==> src/rtl/pipelined_barrel_shifter.sv <==
// Pipelined barrel shifter: SLL/SRL/SRA/ROR over SHW mux levels spread across STAGES
// register stages, valid/ready handshake with full backpressure.
module pipelined_barrel_shifter #(
  parameter int unsigned WIDTH  = 32,
  parameter int unsigned SHW    = $clog2(WIDTH),
  parameter int unsigned STAGES = 2
) (
  input  logic             CLK,
  input  logic             RST,
  input  logic             IN_VALID,
  output logic             IN_READY,
  input  logic [WIDTH-1:0] D,
  input  logic [SHW-1:0]   S,
  input  logic [1:0]       OP,
  output logic             OUT_VALID,
  input  logic             OUT_READY,
  output logic [WIDTH-1:0] Y,
  output logic             CO
);

  typedef enum logic [1:0] {
    OpSll = 2'b00,
    OpSrl = 2'b01,
    OpSra = 2'b10,
    OpRor = 2'b11
  } op_e;

  // Stage that owns mux level lvl.
  function automatic int unsigned stage_of(input int unsigned lvl);
    return (lvl * STAGES) / SHW;
  endfunction

  function automatic logic [WIDTH-1:0] lvl_shift(input logic [WIDTH-1:0] x,
                                                  input logic [1:0]       op,
                                                  input int unsigned      amt);
    logic [WIDTH-1:0] r;
    case (op)
      OpSll:   r = x << amt;
      OpSrl:   r = x >> amt;
      OpSra:   r = $signed(x) >>> amt;
      default: r = (x >> amt) | (x << (WIDTH - amt));
    endcase
    return r;
  endfunction

  logic [WIDTH-1:0] data_q [STAGES];
  logic [WIDTH-1:0] data_d [STAGES];
  logic [SHW-1:0]   sh_q   [STAGES];
  logic [SHW-1:0]   sh_d   [STAGES];
  logic [1:0]       op_q   [STAGES];
  logic [1:0]       op_d   [STAGES];
  logic [STAGES-1:0] vld_q, co_q, adv;

  // Per-stage inputs: stage 0 takes the ports, stage k takes register k-1.
  logic [WIDTH-1:0]  sin_data [STAGES];
  logic [SHW-1:0]    sin_sh   [STAGES];
  logic [1:0]        sin_op   [STAGES];
  logic [STAGES-1:0] sin_vld, sin_co;

  logic [SHW-1:0] s_neg, s_dec;
  logic           co_first;

  // Last bit shifted out; for ROR this equals Y[WIDTH-1], i.e. D[S-1].
  assign s_neg    = -S;
  assign s_dec    = S - SHW'(1);
  assign co_first = (S == '0) ? 1'b0 : ((OP == OpSll) ? D[s_neg] : D[s_dec]);

  always_comb begin
    sin_data[0] = D;
    sin_sh[0]   = S;
    sin_op[0]   = OP;
    sin_vld[0]  = IN_VALID;
    sin_co[0]   = co_first;
    for (int unsigned k = 1; k < STAGES; k++) begin
      sin_data[k] = data_q[k-1];
      sin_sh[k]   = sh_q[k-1];
      sin_op[k]   = op_q[k-1];
      sin_vld[k]  = vld_q[k-1];
      sin_co[k]   = co_q[k-1];
    end
  end

  always_comb begin
    logic [WIDTH-1:0] cur;
    logic [SHW-1:0]   cur_s;
    logic [1:0]       cur_op;
    int unsigned      st;
    for (int unsigned k = 0; k < STAGES; k++) begin
      data_d[k] = sin_data[k];
      sh_d[k]   = sin_sh[k];
      op_d[k]   = sin_op[k];
    end
    cur    = D;
    cur_s  = S;
    cur_op = OP;
    st     = 0;
    for (int unsigned i = 0; i < SHW; i++) begin
      st = stage_of(i);
      if (i == 0 || st != stage_of(i - 1)) begin
        cur    = sin_data[st];
        cur_s  = sin_sh[st];
        cur_op = sin_op[st];
      end
      if (cur_s[i]) begin
        cur = lvl_shift(cur, cur_op, 32'd1 << i);
      end
      data_d[st] = cur;
      sh_d[st]   = cur_s;
      op_d[st]   = cur_op;
    end
  end

  // adv[k] = !vld[k] | adv[k+1], flattened so no bit depends on another.
  always_comb begin
    for (int unsigned k = 0; k < STAGES; k++) begin
      adv[k] = OUT_READY;
      for (int unsigned j = k; j < STAGES; j++) begin
        if (!vld_q[j]) begin
          adv[k] = 1'b1;
        end
      end
    end
  end

  always_ff @(posedge CLK) begin
    if (RST) begin
      vld_q <= '0;
      co_q  <= '0;
      for (int unsigned k = 0; k < STAGES; k++) begin
        data_q[k] <= '0;
        sh_q[k]   <= '0;
        op_q[k]   <= '0;
      end
    end else begin
      for (int unsigned k = 0; k < STAGES; k++) begin
        if (adv[k]) begin
          vld_q[k] <= sin_vld[k];
          // Payload only loads with valid data so Y keeps its last result across bubbles.
          if (sin_vld[k]) begin
            data_q[k] <= data_d[k];
            sh_q[k]   <= sh_d[k];
            op_q[k]   <= op_d[k];
            co_q[k]   <= sin_co[k];
          end
        end
      end
    end
  end

  assign IN_READY  = adv[0];
  assign OUT_VALID = vld_q[STAGES-1];
  assign Y         = data_q[STAGES-1];
  assign CO        = co_q[STAGES-1];

endmodule

==> config.mk <==
export PLATFORM = sky130hd
export DESIGN_NAME = pipelined_barrel_shifter
export DESIGN_NICKNAME = d
export VERILOG_FILES = /design/src/rtl/pipelined_barrel_shifter.sv
export SDC_FILE = /design/constraint.sdc
export NUM_CORES = 1
export LEC_CHECK = 0
export ABC_AREA = 1
export CAP_MARGIN = 20
export CORE_ASPECT_RATIO = 1.25
export CORE_UTILIZATION = 35
export DETAILED_ROUTE_END_ITERATION = 6
export HOLD_SLACK_MARGIN = 0.03
export SYNTH_ARGS = -nofsm -noshare
export SYNTH_HDL_FRONTEND = slang
export SYNTH_SLANG_ARGS = --single-unit
==> constraint.sdc <==
create_clock -name CLK -period 2 [get_ports CLK]
set_input_delay 0.4 -clock CLK [delete_from_list [all_inputs] [get_ports CLK]]
set_output_delay 0.4 -clock CLK [all_outputs]
set_load 0.005 [all_outputs]
After elaboration in Yosys (flattened, before gate mapping)
Memories as Yosys holds them, arrays and structs flattened.
Cells that the tools add are included.
{ "op_classes": {"addsub": 2, "n_lt_le_gt_ge": 2, "eq_ne": 4, "mux": 35, "bitwise_logic": 11, "reduce_logical": 5} }
{ "op_table": {"columns": ["op", "count"], "rows": [
  ["$pmux W32 S3", 5],
  ["$mux W32", 7],
  ["$or A16 B32 Y32", 1],
  ["$or A24 B32 Y32", 1],
  ["$or A28 B32 Y32", 1],
  ["$or A30 B32 Y32", 1],
  ["$or A31 B32 Y32", 1],
  ["$mux W1", 17],
  ["$lt A5 B6 Y1 const B", 2],
  ["$bmux W1 S5", 2],
  ["$mux W5", 2],
  ["$or A1 B1 Y1", 6],
  ["$logic_not A5 Y1", 1],
  ["$neg A5 Y5", 1],
  ["$sub A5 B1 Y5 const B", 1],
  ["$eq A2 B1 Y1 const B", 2],
  ["$eq A2 B2 Y1 const B", 2],
  ["$logic_not A2 Y1", 2],
  ["$mux W2", 2],
  ["$reduce_and A2 Y1", 2]
]} }
{ "totals": {"register_bits": 4, "ramBits": 78, "memories": 3} }
{ "memory_table": {"columns": ["memory", "depth", "word_bits", "read_ports", "rd_clocked_by_memory_dff", "write_ports", "line", "source"], "rows": [
  ["data_q", 2, 32, 2, 0, 2, "46", "logic [WIDTH-1:0] data_q [STAGES];"],
  ["sh_q", 2, 5, 1, 0, 2, "48", "logic [SHW-1:0] sh_q [STAGES];"],
  ["op_q", 2, 2, 1, 0, 2, "50", "logic [1:0] op_q [STAGES];"]
]} }

Longest topological paths before layout
Gate-level depths: netlist of the first run.
{ "depth": {"word_depth": 10, "depth_mapped": 16, "mapped_depth_nobuf": 14} }

Worst setup path before layout of the first run
OpenSTA, ideal clock, no wires.
{ "synth_path": {"kind": "input to register", "from": "in S[1]", "to": "reg co_q[0]", "setup_time_ns": 0.113, "arrival_ns": 2.041, "path_slack_ns": -0.154, "cell_stages": 13, "cell_sequence": "inv_2 clkbuf_1 ha_1 buf_2 inv_1 buf_2 nand3_1 nand3_1 nand3_1 nand3_1 nand3_1 nand3_1 nand2_1"} }
{ "synth_via": {"elab_chain_len": 5, "word_cells_on_any_way": 9, "cone_classes": "2 x add/sub; 6 x mux; 1 x reduce/logical"} }
{ "synth_lines": {"columns": ["item", "line", "source"], "rows": [
  ["start, declared", "13", "input logic [SHW-1:0] S,"],
  ["$sub A5 B1 Y5 or $neg A5 Y5 (tied branches)", "65, 64", null],
  ["$bmux W1 S5", "66", "assign co_first = (S == '0) ? 1'b0 : ((OP == OpSll) ? D[s_neg] : D[s_dec]);"],
  ["$mux W1 (not written as such)", "66", null],
  ["$mux W1", "66", null],
  ["$mux W1 (*)", "66", null],
  ["end signal, assigned by index", "143", "co_q[k] <= sin_co[k];"],
  ["end, declared", "52", "logic [STAGES-1:0] vld_q, co_q, adv;"]
]} }
Every way passes the cells marked *; elsewhere a longest branch is shown, timed or not. The select of a mux whose other input is x is not followed.
A chain may end at the register's enable or synchronous reset.

Worst setup path after layout of the first run
{ "layout_path": {"from": "in OUT_READY", "to": "out IN_READY"} }
{ "layout_via": {"elab_chain_len": 2} }
{ "layout_lines": {"columns": ["item", "line", "source"], "rows": [
  ["start, declared", "16", "input logic OUT_READY,"],
  ["$mux W1 (2 in a row)", "118", "if (!vld_q[j]) begin"],
  ["end, declared", "11", "output logic IN_READY,"]
]} }
No other way between the ends.

==> results.sh, run 1 <==
export IMPL_status="complete, but fails checks"
export IMPL_violations="DRC"
export IMPL_fin_skew_ns=0.00676
export IMPL_synth_warnings=0
export IMPL_synth_area_leaders="edfxtp_1, nand2_1, nand3_1"
export IMPL_worstSetupEndpointType="primary output"
export IMPL_fmax_ghz=0.525
export IMPL_wire_per_inst_um=17.4
export IMPL_hold_buffers=0
export IMPL_die_h_um=156
export IMPL_critPathMaxFanout=3
export IMPL_arrival_ns=1.51
export IMPL_ctsLongestPathBuffers=2
export IMPL_crit_type="input pin to primary output"
export IMPL_syn_avg_cell_area_um2=6.72
export IMPL_ys_types=36
export IMPL_drt_total_wl_um=23200
export IMPL_track_usage_pct=23.8
export IMPL_cts_root_buf="clkbuf_16"
export IMPL_critPathSlowestCell="clkdlybuf4s50_1"
export IMPL_clock_latency_ns=0.33
export IMPL_rows=55
export IMPL_slew_viol_final=0
export IMPL_start_util_pct=36.1
export IMPL_ys_seq_elements=72
export IMPL_path_cells="clkdlybuf4s50_1 -> inv_1 -> nand3_1 -> clkdlybuf4s50_1"
export IMPL_fin_nets=1146
export IMPL_path_common_cell="clkdlybuf4s50_1"
export IMPL_grt_pass1_wl_um=36500
export IMPL_setup_violations=0
export IMPL_die_area_um2=19400
export IMPL_rsz0062_at_grt="no"
export IMPL_vias=7470
export IMPL_grt_start_max_net_pins=65
export IMPL_stdcell_count=1334
export IMPL_vdd_drop_max_mv=0.331
export IMPL_p_per_area_nw_per_um2=613
export IMPL_critPathLaunchType="input pin"
export IMPL_syn_area_um2=6610
export IMPL_antenna_found_initial=0
export IMPL_pin_count=78
export IMPL_initialDrtViolationCount=767
export IMPL_synth_top_cell_by_area="edfxtp_1"
export IMPL_antenna_left=0
export IMPL_holdWs_ns=0.495
export IMPL_vias_per_cell=5.60
export IMPL_areaGrowthSynthToFinish_pct=30.4
export IMPL_clk_pin_slew_ns=0.05
export IMPL_hold_viol=0
export IMPL_period_share_pct=95.3
export IMPL_grt_pass1_vias=6957
export IMPL_cts_tree="done"
export IMPL_required_ns=1.60
export IMPL_tightest_slew_ns=1.10
export IMPL_die_x_um=125
export IMPL_dr_pass1_iters=7
export IMPL_leakage_nw=3.83
export IMPL_port_buffers=77
export IMPL_numClockSinks=72
export IMPL_synth_top_area_share_pct=30.9
export IMPL_place_detailed_hpwl_um=18000
export IMPL_n_antenna_cell=0
export IMPL_cts_setup_buffers=0
export IMPL_seq_area_frac_synth_pct=32.1
export IMPL_n_fill_cell=1881
export IMPL_maxCapViolCount=0
export IMPL_period_needed_ns=1.91
export IMPL_layout_drive_gt1_share_pct=15.5
export IMPL_synth_cells=984
export IMPL_slew_headroom_pct=26.7
export IMPL_cts_max_level=3
export IMPL_dp_cells=1314
export IMPL_core_area_um2=18300
export IMPL_syn_nets=1029
export IMPL_cts_buffers=9
export IMPL_hold_class="flop to flop"
export IMPL_routabilityCongestion=0.975
export IMPL_final_util_pct=47.1
export IMPL_drc_errors=12
export IMPL_grt_overflow_total=0
export IMPL_max_stage_delay_ns=0.51
[path summary, 6_finish.rpt]
check / cells after the start / slack, ns / to / start
max: 4 / 0.09 / IN_READY / OUT_READY
min: 2 / 0.49 / co_q[1]$_SDFFE_PP0P_ / co_q[1]$_SDFFE_PP0P_
max reg2reg: 4 / 0.18 / data_q[0][45]$_SDFFCE_PN0P_ / op_q[0][0]$_SDFFCE_PN0P_
min reg2reg: 2 / 0.49 / co_q[1]$_SDFFE_PP0P_ / co_q[1]$_SDFFE_PP0P_
[Yosys cell counts, drive strengths merged]
cell type,number
nand3b,1
clkbuf,16
a211oi,8
o21ai,59
o21a,8
buf,74
nor2,53
o21bai,11
o2111ai,2
a21oi,62
edfxtp,68
dfxtp,4
ha,2
o211ai,28
nand3,166
o31ai,1
nor3,1
xor2,1
nand4,49
and3,1
inv,80
nand2,278
a21boi,1
a31oi,10
[what timing repair did]
action | CTS | global route
gates cloned | 2 | 2
pin swaps | 0 | 3
endpoints found under the setup margin | 23 | 32
resized for setup | 10 | 20
[placed cells by master, fill, tap and decap left out, types with 2 or more instances in the layout]
master and instances:
dlymetal6s2s_1 2, o21a_1 8, nor2_4 5, clkdlybuf4s50_1 73, o21ai_2 3, o21ai_1 16
dfxtp_1 4, buf_12 13, clkbuf_8 4, edfxtp_1 68, ha_1 2, inv_2 7
inv_1 71, a31oi_1 10, nand2_1 271, a211oi_1 8, nand2_2 6, buf_8 2
clkbuf_16 11, o211ai_2 2, a21oi_1 61, nor2_1 47, bufbuf_16 2, nand3_1 164
o211ai_1 26, nand3_2 2, o21ai_0 40, inv_4 2, buf_4 100, clkbuf_2 2
nand4_1 49, o21bai_1 10
[layout make-up]
class | count | area (um^2) | share of cell area [%]
Multi-Input combinational cell | 742 | 3690 | 42.8
Sequential cell | 72 | 2120 | 24.6
Timing Repair Buffer | 196 | 1920 | 22.3
Inverter | 80 | 305 | 3.54
Tap cell | 228 | 285 | 3.31
Clock buffer | 14 | 284 | 3.30
Clock inverter | 2 | 12.5 | 0.145
[per-stage QoR]
stage | power, mW | setup TNS [ns] | setup WS, ns | cell area (um^2)
after floorplan | 3.00 | 0 | 0.0100 | 6620
after global placement | 3.69 | -11.39 | -0.420 | 8130
after detailed placement | 3.70 | -12.03 | -0.445 | 8130
after CTS | 5.26 | -0.00448 | -0.00448 | 8520
after global routing | 5.55 | 0 | 0.0260 | 8620
final | 5.29 | 0 | 0.0938 | 8620
[sequential cells by signal (all words and copies together) (netlist names)]
name	count
op_q	2
data_q	64
sh_q	2
co_q	2
vld_q	2
[critical path, delay by kind of cell]
family / cells / cell delay [ns]
buf+inv: 3 / 1.01
simple gates: 1 / 0.10
[per-layer routing]
metal	vias to the layer above	wire length, um	GRT usage [%]
met1	3353	9370	28.5
met3	91	1370	2.71
met5	-	0	0
met4	0	1400	15.4
li1	3623	-	-
met2	403	11000	40.6
[kinds of logic after synthesis]
kind of cell,after synthesis,share of synthesized area [%]
compound gates,190,17.3
xor+xnor,1,0.132
fa+ha+maj,2,0.378
buf+inv,170,13.2
flops,72,32.1
simple gates,549,37.0
[power breakdown]
group | leakage [nW] | switching, mW | total (mW) | internal, mW
registers | 0.766 | 0.0829 | 1.92 | 1.83
logic | 2.92 | 1.07 | 1.84 | 0.774
clock network | 0.145 | 0.558 | 1.53 | 0.972
Power figures use the tool's default switching activity.
==> inputs of run 2 (changes only) <==
==> constraint.sdc (replaced) <==
create_clock -name CLK -period 2 [get_ports CLK]
set_input_delay 0.2 -clock CLK [delete_from_list [all_inputs] [get_ports CLK]]
set_output_delay 0.2 -clock CLK [all_outputs]
set_load 0.005 [all_outputs]
==> results.sh, run 2 (synthesized netlist as in run 1, its figures left out) <==
export IMPL_cts_max_level=3
export IMPL_start_util_pct=36.1
export IMPL_vias=7236
export IMPL_status="complete, but fails checks"
export IMPL_ctsLongestPathBuffers=2
export IMPL_n_antenna_cell=0
export IMPL_place_detailed_hpwl_um=17500
export IMPL_clock_latency_ns=0.33
export IMPL_core_area_um2=18300
export IMPL_cts_root_buf="clkbuf_16"
export IMPL_critPathLaunchType="input pin"
export IMPL_cts_setup_buffers=0
export IMPL_layout_drive_gt1_share_pct=12.9
export IMPL_antenna_left=0
export IMPL_period_needed_ns=1.94
export IMPL_slew_viol_final=0
export IMPL_period_share_pct=96.8
export IMPL_hold_class="input pin to flop"
export IMPL_regMostFlops="data_q"
export IMPL_place_ws_ns=-0.257
export IMPL_die_h_um=156
export IMPL_setup_tns_ns=0
export IMPL_violations="DRC"
export IMPL_wire_per_inst_um=16.6
export IMPL_startpoint="OP[1]"
export IMPL_leakage_nw=3.73
export IMPL_largest_register_ffs=64
export IMPL_vdd_drop_max_mv=0.353
export IMPL_grt_overflow_total=0
export IMPL_dr_pass1_iters=7
export IMPL_final_common_cell="nand2_1"
export IMPL_r2r_slack_ns=0.17
export IMPL_vias_per_cell=5.48
export IMPL_arrival_ns=2.01
export IMPL_hold_viol=0
export IMPL_areaGrowthSynthToFinish_pct=27.6
export IMPL_hp_start="RST"
export IMPL_initialDrtViolationCount=694
export IMPL_fin_skew_ns=0.0102
export IMPL_cts_tree="done"
export IMPL_p_per_area_nw_per_um2=650
export IMPL_numClockSinks=72
export IMPL_track_usage_pct=22.5
export IMPL_critPathMaxFanout=11
export IMPL_fin_nets=1132
export IMPL_reg2reg_from="op_q[0][0]$_SDFFCE_PN0P_"
export IMPL_setup_violations=0
export IMPL_routabilityCongestion=0.973
export IMPL_cts_buffers=9
export IMPL_rsz0062_at_grt="no"
export IMPL_rows=55
export IMPL_port_buffers=77
export IMPL_grt_pass1_wl_um=34600
export IMPL_pin_count=78
export IMPL_die_x_um=125
export IMPL_drc_errors=13
export IMPL_clk_pin_slew_ns=0.05
export IMPL_worstSetupEndpointType="flop"
export IMPL_fmax_ghz=0.517
export IMPL_mostFrequentLayoutCells="nand2_1, nand3_1, buf_4, clkdlybuf4s50_1, inv_1"
export IMPL_grt_start_max_net_pins=65
export IMPL_maxCapViolCount=0
export IMPL_finalWorstSetupSlack_ns=0.0649
export IMPL_grt_pass1_vias=6651
export IMPL_die_area_um2=19400
export IMPL_required_ns=2.08
export IMPL_antenna_found_initial=0
export IMPL_slew_headroom_pct=60.5
export IMPL_crit_type="input pin to flop"
export IMPL_drt_total_wl_um=21900
export IMPL_tightest_slew_ns=0.591
-- run 2: final cells by class --
cell class / instances / area [um^2]
Tap cell: 228 / 285
Multi-Input combinational cell: 742 / 3640
Clock buffer: 10 / 229
Timing Repair Buffer: 182 / 1750
Inverter: 80 / 303
Sequential cell: 72 / 2120
Fill cell: 1864 / 9870
Clock inverter: 6 / 108
-- run 2: worst max-delay path, stage by stage --
cell and delay [ns]:
clkdlybuf4s50_1 0.49, inv_2 0.15, nand2_8 0.11, buf_4 0.16, nand2_1 0.09, nand4_1 0.22, nand3_1 0.20, a21oi_1 0.09
buf_4 0.14, nor2_1 0.10, nor2_1 0.06
-- run 2: final timing paths --
check | endpoint | depth (start not counted)
worst min register to register | co_q[1]$_SDFFE_PP0P_ | 2
worst min-delay path | vld_q[1]$_SDFFE_PP0N_ | 2
worst max register to register | data_q[0][53]$_SDFFCE_PN0P_ | 6
worst max-delay path | data_q[0][31]$_SDFFCE_PN0P_ | 11
-- run 2: power by group --
part / internal, mW / leakage (nW) / switching [mW]
clock network: 1.21 / 0.164 / 0.582
registers: 1.83 / 0.766 / 0.0838
logic: 0.739 / 2.80 / 1.03
total: 3.79 / 3.73 / 1.70
-- run 2: timing repair --
item                       in CTS  in global routing
setup endpoints to repair       0                  9
resized for setup               0                  6
hold buffers                    0                  0
-- run 2: through the flow --
| step | util (%) | cell area, um^2 | hold WS (ns) | instances | power (mW) |
|---|---|---|---|---|---|
| after floorplan | - | 6610 | 0.269 | 984 | 3.00 |
| after global placement | 44.1 | 8070 | 0.468 | 1303 | 3.67 |
| after detailed placement | 44.1 | 8070 | 0.477 | 1303 | 3.68 |
| after CTS | 45.9 | 8400 | 0.462 | 1319 | 5.48 |
| after global routing | 46.1 | 8440 | 0.495 | 1320 | 5.74 |
| final | 46.1 | 8440 | 0.473 | 1320 | 5.48 |
-- run 2: metal layers --
metal	track usage [%]	wire length, um	up-vias
li1	-	-	3597
met1	27.5	9290	3328
met2	40.0	10800	268
met3	2.50	1010	43
met4	9.93	735	0
met5	0	0	-
